[config.mk]
export PLATFORM = sky130hd
export DESIGN_NAME = river_crossing_fsm
export DESIGN_NICKNAME = d
export VERILOG_FILES = /design/src/rtl/river_pkg.sv /design/src/rtl/crossing_checker.sv /design/src/rtl/river_crossing_fsm.sv
export SDC_FILE = /design/constraint.sdc
export NUM_CORES = 1
export LEC_CHECK = 0
export ABC_AREA = 1
export ABC_CLOCK_PERIOD_IN_PS = 4900
export CORE_MARGIN = 2
export CORE_UTILIZATION = 52
export CTS_BUF_LIST = sky130_fd_sc_hd__clkbuf_16
export CTS_CLUSTER_DIAMETER = 100
export DETAILED_ROUTE_END_ITERATION = 8
export GPL_TIMING_DRIVEN = 0
export MAX_ROUTING_LAYER = met4
export PLACE_DENSITY = 0.8
export SLEW_MARGIN = 40
export SYNTH_ARGS = -nofsm -noshare
export SYNTH_HDL_FRONTEND = slang
export SYNTH_SLANG_ARGS = --single-unit
[constraint.sdc]
create_clock -name clk -period 4.9 [get_ports clk]
set_input_delay 1.47 -clock clk [delete_from_list [all_inputs] [get_ports clk]]
set_output_delay 1.47 -clock clk [all_outputs]
set_load 0.02 [all_outputs]
[src/rtl/river_pkg.sv]
// Shared types and helpers for the river crossing puzzle controller.
//   state_t          : game state encoding (PLAY, WIN, LOSE)
//   CONFLICT_DEFAULT : predator/prey mask for the classic fox/chicken/seed game
//   popcount         : number of set bits in a 32-bit vector
package river_pkg;

  typedef enum logic [1:0] {
    PLAY = 2'd0,
    WIN  = 2'd1,
    LOSE = 2'd2
  } state_t;

  // Bit i*3+j: item i eats item j. Fox(2) eats chicken(1), chicken(1) eats seed(0).
  localparam logic [8:0] CONFLICT_DEFAULT = 9'h088;

  function automatic int unsigned popcount(input logic [31:0] v);
    int unsigned n;
    n = 0;
    for (int i = 0; i < 32; i++) begin
      n += 32'(v[i]);
    end
    return n;
  endfunction

endpackage

[src/rtl/crossing_checker.sv]
// Combinational move evaluator.
//   pos        : current bank vector {farmer, items}
//   move_pos   : requested bank vector
//   legal      : farmer crosses, carried items ride with him, load <= BOAT_CAP
//   conflict   : in move_pos some predator sits with its prey away from the farmer
//   all_across : every bit of move_pos is on the far bank
module crossing_checker
  import river_pkg::*;
#(
  parameter int unsigned N_ITEMS  = 3,
  parameter int unsigned BOAT_CAP = 1,
  parameter logic [N_ITEMS*N_ITEMS-1:0] CONFLICT = (N_ITEMS*N_ITEMS)'(CONFLICT_DEFAULT)
) (
  input  logic [N_ITEMS:0] pos,
  input  logic [N_ITEMS:0] move_pos,
  output logic             legal,
  output logic             conflict,
  output logic             all_across
);

  logic [N_ITEMS-1:0] changed;
  logic               farmer_flip;
  logic               ride_ok;
  logic               cap_ok;

  assign changed     = pos[N_ITEMS-1:0] ^ move_pos[N_ITEMS-1:0];
  assign farmer_flip = pos[N_ITEMS] ^ move_pos[N_ITEMS];
  assign cap_ok      = popcount(32'(changed)) <= BOAT_CAP;
  assign legal       = farmer_flip && ride_ok && cap_ok;
  assign all_across  = &move_pos;

  // Each moved item must leave from and arrive at the farmer's bank.
  always_comb begin
    ride_ok = 1'b1;
    for (int i = 0; i < int'(N_ITEMS); i++) begin
      if (changed[i] && ((pos[i] != pos[N_ITEMS]) || (move_pos[i] != move_pos[N_ITEMS]))) begin
        ride_ok = 1'b0;
      end
    end
  end

  // Any enabled predator/prey pair together on the bank opposite the farmer.
  always_comb begin
    conflict = 1'b0;
    for (int i = 0; i < int'(N_ITEMS); i++) begin
      for (int j = 0; j < int'(N_ITEMS); j++) begin
        if (CONFLICT[i*int'(N_ITEMS)+j] && (move_pos[i] == move_pos[j]) &&
            (move_pos[N_ITEMS] != move_pos[i])) begin
          conflict = 1'b1;
        end
      end
    end
  end

endmodule

[src/rtl/river_crossing_fsm.sv]
// River crossing game controller.
//   clk, reset      : rising-edge clock, synchronous active-low reset
//   move_valid/pos  : move request handshake (move_ready high only in PLAY)
//   pos             : current bank vector {farmer, items}
//   move_cnt        : accepted legal moves
//   win/lose/over   : sticky outcome flags (over = lost on the move limit)
//   inv             : one-cycle pulse after an illegal handshake
module river_crossing_fsm
  import river_pkg::*;
#(
  parameter int unsigned N_ITEMS   = 3,
  parameter int unsigned BOAT_CAP  = 1,
  parameter int unsigned MAX_MOVES = 15,
  parameter int unsigned CNT_W     = 4,
  parameter logic [N_ITEMS*N_ITEMS-1:0] CONFLICT = (N_ITEMS*N_ITEMS)'(CONFLICT_DEFAULT)
) (
  input  logic             clk,
  input  logic             reset,
  input  logic             move_valid,
  input  logic [N_ITEMS:0] move_pos,
  output logic             move_ready,
  output logic [N_ITEMS:0] pos,
  output logic [CNT_W-1:0] move_cnt,
  output logic             win,
  output logic             lose,
  output logic             over,
  output logic             inv
);

  state_t           state;
  logic             legal;
  logic             conflict;
  logic             all_across;
  logic [CNT_W-1:0] cnt_inc;
  logic             take;

  crossing_checker #(
    .N_ITEMS  (N_ITEMS),
    .BOAT_CAP (BOAT_CAP),
    .CONFLICT (CONFLICT)
  ) u_checker (
    .pos        (pos),
    .move_pos   (move_pos),
    .legal      (legal),
    .conflict   (conflict),
    .all_across (all_across)
  );

  assign cnt_inc = move_cnt + CNT_W'(1);
  assign take    = move_valid && move_ready;

  // State, counter and flags; outcome priority is win, conflict, move limit.
  always_ff @(posedge clk) begin
    if (!reset) begin
      state      <= PLAY;
      move_ready <= 1'b1;
      pos        <= '0;
      move_cnt   <= '0;
      win        <= 1'b0;
      lose       <= 1'b0;
      over       <= 1'b0;
      inv        <= 1'b0;
    end else begin
      inv <= 1'b0;
      if (take && (state == PLAY)) begin
        if (!legal) begin
          inv <= 1'b1;
        end else begin
          pos      <= move_pos;
          move_cnt <= cnt_inc;
          if (all_across) begin
            state      <= WIN;
            move_ready <= 1'b0;
            win        <= 1'b1;
          end else if (conflict) begin
            state      <= LOSE;
            move_ready <= 1'b0;
            lose       <= 1'b1;
            over       <= 1'b0;
          end else if (cnt_inc == CNT_W'(MAX_MOVES)) begin
            state      <= LOSE;
            move_ready <= 1'b0;
            lose       <= 1'b1;
            over       <= 1'b1;
          end
        end
      end
    end
  end

endmodule

==> impl_results.md <==
- TritonCTS buffer count: 3
- DRT antenna net count: 0
- Clk buf depth: 2
- Cell Area, Synth: 882 sq um
- Final TNS setup: 0 ns
- Clock sinks: 15
- Fin area: approximately 1200 sq um
- Routability congestion estimate: about 0.86
- Clock Power Share: 0.449
- Die height: 45.2 um
- Sw Ratio: 0.265
- Post-CTS sizing: 0
- Reg clk slew, reported paths: roughly 0.050 ns
- Flops & latches, synth: 15
- H-tree levels: 1
- Status: finished, final reports clean
- Initial drt markers: 12
- Avg WL per Cell: 12.1 um
- Power Dens Cells: roughly 300 nW/um^2
- RSZ-0062 raised after global routing: false
- Setup CP Type: in2reg
- Max-cap violation count: 0
- Overflow after GRT: 0
- Period utilization: 0.671
- Crit path DAT: between 3 and 4 ns
- Hold-fix buffers at CTS: 0
- Min Tclk post-route: between 3 and 4 ns
- HP Class: reg2reg
- Internal: 0.262 mW
- CTS Root Cell: clkbuf_16
- DP HPWL: 1.42 mm
- Crit-path max cell delay: 0.61 ns
- IO Port Bufs: 19
- Die Width: between 40 and 50 um
- Share of layout cells above drive strength 1: 0.105
- Largest net degree at the start of global routing: 11
- Flop pwr share: 0.368
- Critical Path End Type: flip-flop
- Worst endpoint required time: between 5 and 6 ns
- Leak: approximately 0.53 nW
- Clock Latency Late Sink: 0.24 ns
- Synth unique cells: 20
- DRC viols: 0
- Worst Max-Slew Pin Slew: 0.496 ns
- Layout Skew: 0.000535 ns
- Vias per cell: 5.08
- Die Area: ~2000 sq um
- Seq/Total Area, Yosys: 0.340
- Critical-path maximum fanout: 10
- Antenna violations before repair: 0
- CP max-delay cell: clkdlybuf4s50_1
- Worst slew margin: 0.669
- I/O Pins: 20
- Antenna cell count: 0
- Vias: about 850
- Nets: 165
- Crit-path cells: clkdlybuf4s50_1 > nor2_1 > inv_1 > nand2_1 > ha_1 > o21ai_2 > nand4_4 > o21ai_0 > nand2_1
- Cells after Synth: 129
- Initial core utilization: 0.572
- DR pass1 iterations: 4
- Number of global-route vias before repair: roughly 850
- First-pass GRT wire length: between 3 and 4 mm
- Core Area: 1540 sq um
- CTS tree: yes
- Critical path buffer and inverter count: 2
- Final slew viol count: 0
- Mapped Nets: about 140
- Max IR drop VDD: about 0.19 mV
- Pwr Total: 0.356 mW
- Ys Warns: 0
- Area delta synth->final: 32.9%
- Post-CTS Setup Inserts: 0
- P_sw: 0.0943 mW
- Mean area per synthesized cell: 6.84 sq um
- Final Hold Vio Count: 0
- Placed cell areas: 1090 sq um
- Setup violators final: 0
- Gr usage total: 0.254
- Cell mode on critical path: nand2_1
- # rows: 14
- Routed WL: 2.04 mm
- Critical path launch point type: input port
- Critical path's top delay family: buffers and inverters
- Max Fclk: 304 MHz
- Logic pwr share: 0.183
-- cell type report --
type	count	area (sq um)
Timing Repair Buffer	19	190
Tap cell	16	20.0
Clock inverter	1	5.00
Buffer	1	3.75
Fill cell	126	369
Clock buffer	3	75.1
Sequential cell	15	300
Inverter	23	86.3
Multi-Input combinational cell	90	492
-- cell families after synthesis --
family	Yosys count	share of synthesized area
AOI/OAI and AO/OA	13	0.0780
adders and majority gates	5	0.0709
buffers and inverters	24	0.102
DFF	15	0.340
and+or+nand+nor	72	0.409
-- per-stage QoR --
step,utilization,hold WS (ns),instances,setup slack [ns]
after floorplan,-,0.442,129,2.21
after global placement,0.709,0.439,164,1.47
after detailed placement,0.709,0.447,164,1.41
after CTS,0.761,0.458,168,1.60
after global routing,0.761,0.500,168,1.50
final,0.761,0.456,168,1.61
-- flip-flops by register name (all words and copies together), names as in the netlist --
signal / count
over: 1
win: 1
move_cnt: 4
move_ready: 1
state: 2
pos: 4
inv: 1
lose: 1
-- path summary, 6_finish.rpt --
kind | from | endpoint | slack [ns] | depth (start not counted)
max reg2reg | pos[1] | move_ready | 3.08 | 9
min reg2reg | win | win | 0.46 | 2
min | win | win | 0.46 | 2
max | move_pos[1] | move_ready | 1.61 | 9
-- layout by cell type, fill, tap and decap left out, drive strengths merged --
master and n:
nand3b 1, clkinv 1, ha 5, nor2 15, nand2 46, clkbuf 4, clkdlybuf4s50 19, nand3 7
o21ai 2, inv 23, dfxtp 15, nor3 1, a21oi 11, nand4 2
-- layer usage --
metal | track usage | vias up | share of wire
met5 | - | - | 0
met4 | 0.118 | 0 | 0.021
met3 | 0.0480 | 8 | 0.044
met2 | 0.423 | 20 | 0.51
met1 | 0.292 | 381 | 0.42
li1 | - | 444 | -
-- worst reg2reg max path: stages (launching register included) --
cell and delay, ns:
dfxtp_1 0.34, inv_1 0.06, nor2_1 0.11, inv_1 0.06, nand2_1 0.05, ha_1 0.23
o21ai_2 0.28, nand4_4 0.24, o21ai_0 0.25, nand2_1 0.08
-- power by group through the flow --
stage | combinational [mW] | clock, mW | sequential, mW
after floorplan | 0.0370 | 0 | 0.138
after global placement | 0.0619 | 0 | 0.133
after detailed placement | 0.0638 | 0 | 0.133
after CTS | 0.0656 | 0.160 | 0.131
after global routing | 0.0722 | 0.166 | 0.131
final | 0.0650 | 0.160 | 0.131
-- synthesized netlist by cell type (all sizes together) --
cell,number,area (sq um)
nand2,46,178
inv,23,86.3
dfxtp,15,300
nor2,15,90.1
a21oi,11,55.1
nand3,7,47.6
ha,5,62.6
nand4,2,27.5
o21ai,2,13.8
clkbuf,1,3.75
nand3b,1,7.51
nor3,1,10.0
Power figures use the tool's default switching activity.
